--- src/rtl/dequantize_unit.sv ---
// Streaming int8 -> Q16.16 dequantizer: out = (q - zero_point) * scale, with a credit-limited output FIFO.
// Define DEQUANT_SATURATE_EN to clamp results to the 32-bit range instead of wrapping.
`timescale 1ns/1ps
module dequantize_unit #(
  parameter int DEPTH = 4
) (
  input  logic               clk,
  input  logic               rst_n,
  input  logic               start,
  input  logic signed [31:0] scale,
  input  logic signed [7:0]  zero_point,
  input  logic [31:0]        size,
  input  logic               in_valid,
  output logic               in_ready,
  input  logic signed [7:0]  in_data,
  output logic               out_valid,
  input  logic               out_ready,
  output logic signed [31:0] out_data,
  output logic [31:0]        count,
  output logic               done,
  output logic               ready
);

  localparam int AW = $clog2(DEPTH);

  typedef enum logic [1:0] {IDLE, RUN, DRAIN, DONE} state_t;
  state_t state, state_nxt;

  logic signed [31:0] scale_r;
  logic signed [7:0]  zp_r;
  logic [31:0]        size_r;
  logic [31:0]        accepted;

  logic               vld_p1, vld_p2;
  logic signed [8:0]  d_p1;
  logic signed [31:0] p_p2;
  logic signed [40:0] prod;

  logic signed [31:0] mem [DEPTH];
  logic [AW-1:0]      wr_ptr, rd_ptr;
  logic [AW:0]        fifo_count;
  logic [AW+1:0]      used;

  logic accept, pop, push, start_acc;

  function automatic logic signed [31:0] clamp_q16(input logic signed [40:0] v);
`ifdef DEQUANT_SATURATE_EN
    if (v > 41'sd2147483647) return 32'sh7FFF_FFFF;
    if (v < -41'sd2147483648) return 32'sh8000_0000;
`endif
    return v[31:0];
  endfunction

  assign start_acc = (state == IDLE) && start;
  assign accept    = in_valid && in_ready;
  assign pop       = out_valid && out_ready;
  assign push      = vld_p2;
  // Every sample in flight has a FIFO slot reserved, so a push can never find the FIFO full.
  assign used      = (AW+2)'(fifo_count) + (AW+2)'(vld_p1) + (AW+2)'(vld_p2);
  assign prod      = 41'(d_p1) * 41'(scale_r);

  always_ff @(posedge clk) begin
    if (!rst_n) state <= IDLE;
    else        state <= state_nxt;
  end

  always_comb begin
    state_nxt = state;
    case (state)
      IDLE:  if (start) state_nxt = (size == 32'd0) ? DONE : RUN;
      RUN:   if (accept && (accepted + 32'd1 == size_r)) state_nxt = DRAIN;
      DRAIN: if ((count == size_r) || (pop && (count + 32'd1 == size_r))) state_nxt = DONE;
      DONE:  state_nxt = IDLE;
      default: state_nxt = IDLE;
    endcase
  end

  always_comb begin
    ready    = (state == IDLE);
    done     = (state == DONE);
    in_ready = (state == RUN) && (accepted < size_r) && (used < (AW+2)'(DEPTH));
  end

  always_ff @(posedge clk) begin
    if (!rst_n) begin
      accepted   <= '0;
      count      <= '0;
      vld_p1     <= 1'b0;
      vld_p2     <= 1'b0;
      wr_ptr     <= '0;
      rd_ptr     <= '0;
      fifo_count <= '0;
    end else begin
      if (start_acc) begin
        accepted <= '0;
        count    <= '0;
      end else begin
        if (accept) accepted <= accepted + 32'd1;
        if (pop)    count    <= count + 32'd1;
      end
      vld_p1 <= accept;
      vld_p2 <= vld_p1;
      if (push) wr_ptr <= wr_ptr + 1'b1;
      if (pop)  rd_ptr <= rd_ptr + 1'b1;
      case ({push, pop})
        2'b10:   fifo_count <= fifo_count + 1'b1;
        2'b01:   fifo_count <= fifo_count - 1'b1;
        default: fifo_count <= fifo_count;
      endcase
    end
  end

  // Stage 1: zero-point removal; stage 2: scale multiply; then FIFO write.
  always_ff @(posedge clk) begin
    if (start_acc) begin
      scale_r <= scale;
      zp_r    <= zero_point;
      size_r  <= size;
    end
    d_p1 <= 9'(in_data) - 9'(zp_r);
    p_p2 <= clamp_q16(prod);
    if (push) mem[wr_ptr] <= p_p2;
  end

  assign out_valid = (fifo_count != '0);
  assign out_data  = out_valid ? mem[rd_ptr] : 32'sd0;

endmodule

--- config.mk ---
export PLATFORM = sky130hd
export DESIGN_NAME = dequantize_unit
export DESIGN_NICKNAME = d
export VERILOG_FILES = /design/src/rtl/dequantize_unit.sv
export SDC_FILE = /design/constraint.sdc
export NUM_CORES = 1
export LEC_CHECK = 0
export ABC_AREA = 1
export CORE_ASPECT_RATIO = 1.75
export CORE_MARGIN = 1.5
export CORE_UTILIZATION = 53
export CTS_CLUSTER_DIAMETER = 40
export DETAILED_ROUTE_END_ITERATION = 8
export PLACE_DENSITY = 0.73
export SETUP_SLACK_MARGIN = 0.15
export SYNTH_ARGS = -nofsm -noshare
export SYNTH_HDL_FRONTEND = slang
export SYNTH_SLANG_ARGS = --single-unit
--- constraint.sdc ---
create_clock -name clk -period 10 [get_ports clk]
set_input_delay 1 -clock clk [delete_from_list [all_inputs] [get_ports clk]]
set_output_delay 1 -clock clk [all_outputs]
set_load 0.01 [all_outputs]
### Yosys cells after proc, flatten, opt, wreduce, memory -nomap -nowiden

Memory sizes are Yosys's and may differ from the RTL's. A register that Yosys moved wholly into a read port is not among the register bits.
Cells that the tools add are included.

* bits of input ports: 85
* output and inout bits: 68
* memory bits (writable): 128
* word-level logic and storage cells: 63
* memories: 1
* flip-flop bits (word level): 188

* bitwise operators: 1
* magnitude comparators: 2
* mux-type cells: 11
* $mul: 1
* reductions and logical operators: 14
* add/subtract/negate cells: 9
* eq/ne operators: 11

Memory list
* mem: depth 4, width 32, rd ports 1, clocked after memory_dff 1, write ports 1, RTL line 39 `logic signed [31:0] mem [DEPTH];`

Operators by type and width (count)
* 32-bit equality test: 3
* 32-bit by 1-bit adder with 32-bit output (second input constant): 2
* 32-bit zero test: 1
* 32-bit less-than comparator: 1
* 9-bit by 32-bit multiplier with 32-bit output: 1
* 32-bit 2-to-1 mux: 1
* 2-bit 2-to-1 mux: 6
* 8-bit by 8-bit subtractor with 9-bit output: 1
* 2-bit case mux with 4 select lines: 1
* 1-bit logical AND: 7
* 2-bit equality test (second input constant): 3
* 2-bit inequality test (second input constant): 3
* 3-bit case mux with 2 select lines: 1
* 2-bit by 1-bit adder with 2-bit output (second input constant): 2
* 3-bit by 1-bit adder with 4-bit output: 1
* 4-bit by 1-bit adder with 4-bit output: 1
* 2-bit by 1-bit equality test with 1-bit output (second input constant): 2
* 4-bit by 3-bit less-than comparator with 1-bit output (second input constant): 1
* 3-bit by 1-bit adder with 3-bit output (second input constant): 1
* 3-bit AND reduction: 1
* 3-bit nonzero test: 1
* 3-bit by 1-bit subtractor with 3-bit output (second input constant): 1
* 2-bit zero test: 1
* 1-bit 2-to-1 mux: 2
* other kinds (4): 4

### Longest topological paths before layout

Gate-level depths: netlist (run 1).

* depth in word-level cells: 8
* mapped depth: 28
* mapped depth without buffers: 26

### Worst setup path after synthesis (run 1)

Ideal clock, no wire load.

* path kind: reg2reg
* from: register d_p1[7]
* to: register p_p2[29]
* path buffers: 2
* arrival: 5.127 ns
* required time: 9.928 ns
* clock period less this slack: 5.199 ns
* setup time: 0.072 ns
* stages on the path, launching flop included: 24
* setup slack: 4.801 ns
* cell sequence: dfxtp_1 > clkbuf_1 > clkbuf_1 > nand2_1 > fa_1 > fa_1 > inv_1 > fa_1 > fa_1 > fa_1 > ha_1 > inv_1 > nor3_1 > nand3_1 > nand3_1 > nand2_1 > nand2_1 > nand3_1 > nand2_1 > nand2_1 > nand2_1 > a21oi_1 > o21ai_0 > xor2_1

* word-level cells in the longest chain between the ends: 1

Ends and longest elaborated chain
* start, declared: RTL line 35 `logic signed [8:0] d_p1;`
* start signal, assigned: RTL line 120 `d_p1 <= 9'(in_data) - 9'(zp_r);`
* 9-bit by 32-bit multiplier with 32-bit output: RTL line 60 `assign prod = 41'(d_p1) * 41'(scale_r);`
* named net prod[29]: RTL line 37 `logic signed [40:0] prod;`
* end signal, assigned: RTL line 121 `p_p2 <= clamp_q16(prod);`
* end, declared: RTL line 36 `logic signed [31:0] p_p2;`

The timed path passes the listed nets, and every way through them passes these cells.
A chain may end at the register's enable or synchronous reset.

### Worst setup path in the final report (run 1)

* from: register d_p1[1]
* to: register p_p2[29]

Same word-level chain as after synthesis.

==> summary by stage, run 1 <==
Timing
Of the available clock period, the critical path in the final layout requires 0.618. The headroom to the max-slew limit is 0.112. After routing, the total negative slack on setup checks comes to 0 ps. The count of final hold-check violations is 0. Setup repair after global routing left no endpoint under its margin. Hold timing on the final database bottoms out at a slack of 435 ps. The worst setup skew after layout is between 20 and 25 ps. Setup violations remaining at the end of the flow were counted as 0.

The final critical-path required period is 6180 ps. The number of max-slew violations in the final report is 0. The maximum frequency from static timing analysis is approximately 160 MHz. At the pin with the least slew margin, the transition time is 1330 ps.

Place
The placed instance area is 24500 um2. The final RePlAce weighted congestion is between 1 and 1.5. Input and output buffers added on the ports amount to roughly 150. The estimated wirelength of the detail-placed design is a little under 50000 um.

CTS
In this run, post-CTS hold repair placed 0 buffers. The longest clock path from root to sink contains 3 buffers. Clock latency on the worst-skew pair, taken at its later pin, is approximately 560 ps. After clock tree synthesis, the clock-pin slew on the worst setup and hold paths is 60 ps. The tree is rooted in a sky130_fd_sc_hd__clkbuf_16.

The number of H-tree levels is 2. In this run, CTS created clock tree buffers numbering 38. CTS saw about 320 sinks. The post-cts sizing count is 0. The clock tree from TritonCTS is built. Once the clock tree was built, the setup fixing pass inserted 0 buffers.

Logic synthesis
Synthesis inferred roughly 320 register bits. The share of flip-flops with an asynchronous set or reset is 0. Dividing the synthesized area by the synthesized cell count gives 8.47 um2. When the netlist entered floorplanning its net count stood at roughly 3000. Summing every instance area after synthesis gives roughly 23000 um2.

During synthesis, Yosys emitted a total of 0 warnings. The number of enable-type register cells in the synthesized netlist is 200. The netlist uses 43 different library cells.

The synthesized instance count is roughly 2700. Of the synthesized area, sequential elements account for 0.372. The most used flip-flop cell after synthesis is sky130_fd_sc_hd__edfxtp_1.

Worst hold path
The startpoint identified for the worst hold timing path is vld_p1. The tightest min-delay check is of the register to register type. The cell count of the worst hold path is 2.

The worst-case hold path end point is push.

Finish
Measured on the finished design, the core utilization comes to 0.617. Compared with the post-synthesis result, the final layout area differs by 14.7%. The total number of nets in the final design is approximately 3200.

The cell area after layout is between 20000 and 30000 um2. 0 antenna diodes ended up in the layout. The count of fill cells added during filler insertion is ~3700.

Of the cells placed in the final design, the portion with a size suffix greater than 1 is 0.0417.

Routing
In this run, the number of DRC markers left after iteration 0 of detailed routing was 1110. The overall routed net length is between 60000 and 70000 um. The number of vias per cell after detailed routing is about 5.4. The final routed wire length divided by cell count is about 19 um. After detailed routing, the number of remaining DRC violations is 0.

The overall via count from detail_route is 18140. The number of antenna-violating nets in the routed design is 0. The detailed-router iteration count before antenna repair is 5.

GRT
The total grt overflow is 0. The first-pass GRT wire length is 99200 um. The number of global-route vias before repair was roughly 19000. The pin count of the biggest net entering global routing is between 60 and 70. For this run, the total global-route usage over all layers was measured as 0.297. The initial antenna violation count came to 0.

Floorplan
The die is 159 um wide. In this run the standard cell core region covers approximately 42000 um2. 153 I/O pins were placed.

The floorplan die height is 276 um. The number of cell rows is 99. The full die area is 43800 um2. The initial utilization of the core area, before any placement, comes to 0.538.

Setup path
In this run the critical register-to-register path is captured at p_p2[29]. The worst setup path is launched from a register. Along the worst path, the maximum fanout reaches 31.

Among cell families on the critical path, the largest total delay comes from adder cells. The data arrival time of the critical path is roughly 6600 ps. The critical path is of the register to register type. The data required time at the worst endpoint is about 10000 ps. The count of buffering cells on the critical path with inverters included is 1. The largest individual stage delay along the critical path comes from the cell sky130_fd_sc_hd__dfxtp_1. The worst register-to-register path has a depth of 21. The delay contributed by the slowest stage of the critical path is 1200 ps.

The setup slack of the worst register-to-register path is roughly 3800 ps. The critical path's most frequent cell is sky130_fd_sc_hd__nand2_1. Traced cell by cell, the critical path runs through nand2_1, fa_1, inv_1, fa_1, fa_1, fa_1, fa_1, ha_1, a21oi_1, o21ai_0, nand2_1, nand3_1, nand2_1, nand2_1, nand3_1, nand2_1, nand2_1, nand2_1, a21oi_1, o21ai_0, xor2_1.

In this run the critical register-to-register path is launched from d_p1[1]. The sort of element at the end of the critical path is a register.

Job
The max-cap check violation count is 0.

Status
The flow ran to the end, and the final reports show no timing, DRC or antenna violations.
-- logic make-up after synthesis --
group,after synthesis,share of synthesized area
DFF,318,0.372
AOI/OAI and AO/OA,303,0.0702
xor gates and xnor gates,106,0.0412
buffers and inverters,497,0.0831
adders and majority gates,299,0.227
and+or+nand+nor,1136,0.207
-- metrics by stage --
step,std cells,setup slack (ps)
floorplan,2659,4800
global placement,3292,3940
detailed placement,3292,3850
CTS,3362,3860
global route,3362,3340
finish,3362,3820
-- routing by layer --
| metal | wire length (um) | GRT usage | part of all wire |
|---|---|---|---|
| met1 | 20600 | 0.273 | 0.32 |
| met2 | 33800 | 0.566 | 0.53 |
| met3 | 2420 | 0.0337 | 0.038 |
| met4 | 6640 | 0.279 | 0.10 |
| met5 | 0 | 0 | 0 |
-- tightest hold or removal path: cells and delay by family (launching register included) --
family | cells | cell delay [ps]
flops | 1 | 310
simple gates | 1 | 60
buf+inv | 1 | 30
-- synth_stat cells, types with 13 or more instances --
cell type	n	area, um2
sky130_fd_sc_hd__inv_1	400	1500
sky130_fd_sc_hd__nor4_1	14	87.6
sky130_fd_sc_hd__buf_1	14	52.6
sky130_fd_sc_hd__nand2_1	630	2360
sky130_fd_sc_hd__nand4_1	13	81.3
sky130_fd_sc_hd__ha_1	117	1460
sky130_fd_sc_hd__nor3_1	15	75.1
sky130_fd_sc_hd__o21ai_0	142	711
sky130_fd_sc_hd__a21oi_1	132	661
sky130_fd_sc_hd__xor2_1	72	631
sky130_fd_sc_hd__clkbuf_1	77	289
sky130_fd_sc_hd__fa_1	182	3640
sky130_fd_sc_hd__edfxtp_1	200	6010
sky130_fd_sc_hd__nor2_1	332	1250
sky130_fd_sc_hd__dfxtp_1	118	2360
sky130_fd_sc_hd__nand3_1	101	505
sky130_fd_sc_hd__xnor2_1	34	298
-- placed cells by master (no fill, tap or decap), types with 4 or more instances in the layout --
cell,instances
sky130_fd_sc_hd__fa_1,182
sky130_fd_sc_hd__edfxtp_1,200
sky130_fd_sc_hd__clkbuf_1,8
sky130_fd_sc_hd__xnor2_1,34
sky130_fd_sc_hd__clkinvlp_4,4
sky130_fd_sc_hd__nor2_2,8
sky130_fd_sc_hd__nand2_1,630
sky130_fd_sc_hd__or2_2,5
sky130_fd_sc_hd__clkdlybuf4s50_1,152
sky130_fd_sc_hd__a31oi_1,6
sky130_fd_sc_hd__dfxtp_1,117
sky130_fd_sc_hd__nand4_1,13
sky130_fd_sc_hd__a21o_1,5
sky130_fd_sc_hd__nor4_1,14
sky130_fd_sc_hd__clkinv_8,4
sky130_fd_sc_hd__inv_8,4
sky130_fd_sc_hd__nor3_1,15
sky130_fd_sc_hd__o21bai_1,4
sky130_fd_sc_hd__nand3_1,101
sky130_fd_sc_hd__xor2_1,72
sky130_fd_sc_hd__clkbuf_16,38
sky130_fd_sc_hd__inv_1,395
sky130_fd_sc_hd__clkinv_1,6
sky130_fd_sc_hd__nand2_2,4
sky130_fd_sc_hd__o21ai_0,142
sky130_fd_sc_hd__a211oi_1,5
sky130_fd_sc_hd__a21oi_1,132
sky130_fd_sc_hd__ha_1,117
sky130_fd_sc_hd__buf_4,19
sky130_fd_sc_hd__nor2_1,330
-- sequential cells by signal, summed over array words and instances (netlist names), named ones only --
signal and flops:
p_p2 32, mem 128, count 32, wr_ptr 2
state 2, scale_r 32, push 1, rd_ptr 2
accepted 32, d_p1 9, fifo_count 3, zp_r 8
vld_p1 1, size_r 32
-- cell type report --
class	instances	area [um2]	share of cell area
clock buffer	49	1020	0.0396
clock inverter	21	265	0.0103
inverter	404	1520	0.0588
multi-input combinational	1844	12300	0.476
sequential	318	8370	0.324
tap	555	694	0.0269
timing repair buffer	171	1660	0.0645
-- how the worst max path moves through the flow --
stage                     cells past startpoint     from  endpoint
final                                        21  d_p1[1]  p_p2[29]
after detailed placement                     21  d_p1[1]  p_p2[29]
after global placement                       23  d_p1[1]  p_p2[29]
after CTS                                    21  d_p1[1]  p_p2[29]
after floorplan                              23  d_p1[7]  p_p2[29]
after global routing                         21  d_p1[1]  p_p2[29]
Power of run 1 is not shown: default switching activity piles up to over one toggle a cycle in this logic, so the estimate is an artifact.
==> run 2: changes to the inputs <==
==> constraint.sdc (replaced) <==
create_clock -name clk -period 6.1 [get_ports clk]
set_input_delay 0.61 -clock clk [delete_from_list [all_inputs] [get_ports clk]]
set_output_delay 0.61 -clock clk [all_outputs]
set_load 0.01 [all_outputs]
==> summary by stage, run 2 (synthesis gave the netlist of run 1 again) <==
Timing
The transition time at the pin with the least slew margin is 1090 ps (-237 ps). The worst setup skew after layout is 29.1 ps (+4.62 ps). Setup repair after global routing left no endpoint under its margin. The number of endpoints failing setup at the final stage is 0 (unchanged). The maximum frequency from static timing analysis is 179 MHz (+10%). The final sum of negative setup slack came to 0 ps (unchanged). The share of the clock period used by the worst path after layout is 0.918 (+0.300). The count of final hold-check violations is 0 (unchanged). The final critical-path required period is 5600 ps (-578 ps). The number of max-slew violations in the final report is 0 (unchanged). The headroom to the max-slew limit was 0.270 (+0.158). The final hold slack came to 437 ps (+2.70 ps).

Setup path
The data required time at the worst endpoint came to 6530 ps (-3910 ps). The data arrival time of the critical path is 6030 ps (-590 ps). The signal on the critical path passes through inv_1, or2_2, fa_1, fa_1, inv_1, fa_1, fa_1, fa_1, ha_1, a21oi_1, o21ai_0, nand2_1, nand3_2, nand2_1, nand2_1, nand3_1, nand2_1, nand2_1, nand2_1, a21oi_1, o21ai_0, xor2_1. The worst setup path is launched from a register. The largest fanout on the critical path is 4 (-87%). The critical path's most frequent cell is sky130_fd_sc_hd__nand2_1. The worst setup path is captured at a register. The depth of the worst register-to-register path is 22 (+4.8%). The setup path with the least slack is of type register to register. The delay contributed by the slowest stage of the critical path came to 570 ps (-630 ps). On the critical path, the stage with the largest delay is an instance of sky130_fd_sc_hd__fa_1.

Routing
The number of antenna-violating nets in the routed design came to 0 (unchanged). The final routed wire length divided by cell count is 18.9 um (+0.15%). The number of vias per cell after detailed routing is 5.38 (-0.22%). The detailed-router iteration count before antenna repair was 5 (unchanged). The total DRC errors in the routed layout was 0 (unchanged). The DRC marker count from the first detailed-route iteration is 1037 (-6.6%).

The overall via count from detail_route came to 18181 (+0.23%). The overall routed net length is 63900 um (+0.60%).

Place
The post-placement cell count is 3303 (+0.33%). The total of buffers placed on input and output ports is 152 (unchanged). The estimated wirelength of the detail-placed design was 49500 um (+1.2%).

The final RePlAce weighted congestion was 1.02 (+2.2%).

Finish
The area used by multi-input combinational logic is 12300 um2 (about the same). The share of final-layout standard cells stronger than drive strength 1 was 0.0489 (+0.00722). The post-layout instance count excluding filler cells is 3377 (+0.45%). The flip-flop count of the largest register after layout is 128 (unchanged). The count of fill cells added during filler insertion is 3624 (-1.8%). The register cell area after layout is 8370 um2 (unchanged). The register bank with the most flops is mem. In the layout the commonest cells are sky130_fd_sc_hd__nand2_1 (630), sky130_fd_sc_hd__inv_1 (395), sky130_fd_sc_hd__nor2_1 (330).

The area growth from synthesis to layout is 15.7%. The antenna diode count is 0 (unchanged). The leading cell type in the layout, fill and taps excluded is sky130_fd_sc_hd__nand2_1. The total number of nets in the final design is 3174 (+0.41%).

CTS
The buffer cell driving the clock tree root is sky130_fd_sc_hd__clkbuf_16. The clock-pin transition on the worst setup and hold timing paths is 60 ps (about the same). The number of buffers added to fix hold violations after cts is 0 (unchanged). The number of H-tree levels came to 2 (unchanged). The maximum buffer depth of the clock tree came to 3 (unchanged). The clock buffer count from CTS was 40 (+5.3%).

The clock tree from TritonCTS is built. The number of buffers inserted to repair setup after CTS is 0 (unchanged). The clock latency reported for the late side of the worst-skew pair came to 550 ps (about the same).

The count of clock tree sinks is 318 (unchanged).

Floorplan
The floorplan die height came to 276 um (unchanged). The full die area is 43800 um2 (unchanged). The top-level I/O count came to 153 (unchanged). The die span in x is 159 um (unchanged). The number of cell rows is 99 (unchanged). The starting density of the core is 0.538 (unchanged). The placeable core area is 41900 um2 (unchanged).

GRT
The overall track demand over capacity in global routing is 0.298 (+0.00126). The first-pass GRT wire length is 99400 um (+0.23%). The total grt overflow is 0 (unchanged). The number of global-route vias before repair is 19125 (+0.62%).

The pin count of the biggest net entering global routing is 66 (unchanged). The initial antenna violation count is 0 (unchanged).

Status
The run finished with clean final reports.

Job
The max-cap check violation count is 0 (unchanged).

Worst hold path
The worst hold-check path type is register to register. The cell count of the worst hold path is 2 (unchanged).
-- run 2: cell count changes in the layout (fill, tap and decap cells not counted), sizes merged --
cell	before	now
buf	19	30
bufinv	1	4
clkbuf	49	45
clkinv	16	14
clkinvlp	4	1
inv	404	414
-- run 2: metal layers --
metal | global-route usage | vias up | share of wire
li1 | - | 8647 | -
met1 | 0.264 | 8664 | 0.31
met2 | 0.578 | 611 | 0.54
met3 | 0.0335 | 259 | 0.041
met4 | 0.285 | 0 | 0.11
met5 | 0 | - | 0
-- run 2: path summary, 6_finish.rpt --
kind | start | to | slack, ps
min | vld_p1 | push | 440
max | d_p1[8] | p_p2[29] | 500
max reg2reg | d_p1[8] | p_p2[29] | 500
min reg2reg | vld_p1 | push | 440
-- run 2: metrics by stage --
| step | instance area, um2 | setup WS (ps) | util |
|---|---|---|---|
| 4_1_cts | 26000 | 394 | 0.622 |
| 5_1_grt | 26000 | 215 | 0.622 |
| 3_5_place_dp | 24600 | 464 | 0.588 |
| 6_report | 26000 | 498 | 0.622 |
| 3_3_place_gp | 24600 | 583 | 0.588 |
| 2_1_floorplan | 22500 | 901 | - |
-- run 2: final cells by class --
class | instances | share of cell area
multi-input combinational | 1844 | 0.472
sequential | 318 | 0.321
timing repair buffer | 182 | 0.0671
inverter | 404 | 0.0583
clock buffer | 45 | 0.0403
tap | 555 | 0.0267
clock inverter | 29 | 0.0145
-- run 2: what timing repair did --
| action | in CTS | in global routing |
|---|---|---|
| gates resized for setup | 0 | 1 |
| endpoints found under the hold margin | 0 | 0 |
| setup endpoints to repair | 0 | 1 |
-- run 2: worst max-delay path, delay by kind of cell (launching register included) --
family                     cells  cell delay, ps
DFF                            1             360
AOI/OAI and AO/OA              4             770
and+or+nand+nor                9            1140
xor gates and xnor gates       1             170
buffers and inverters          2             140
adders and majority gates      6            2890
Power of run 2 is left out for the same reason.
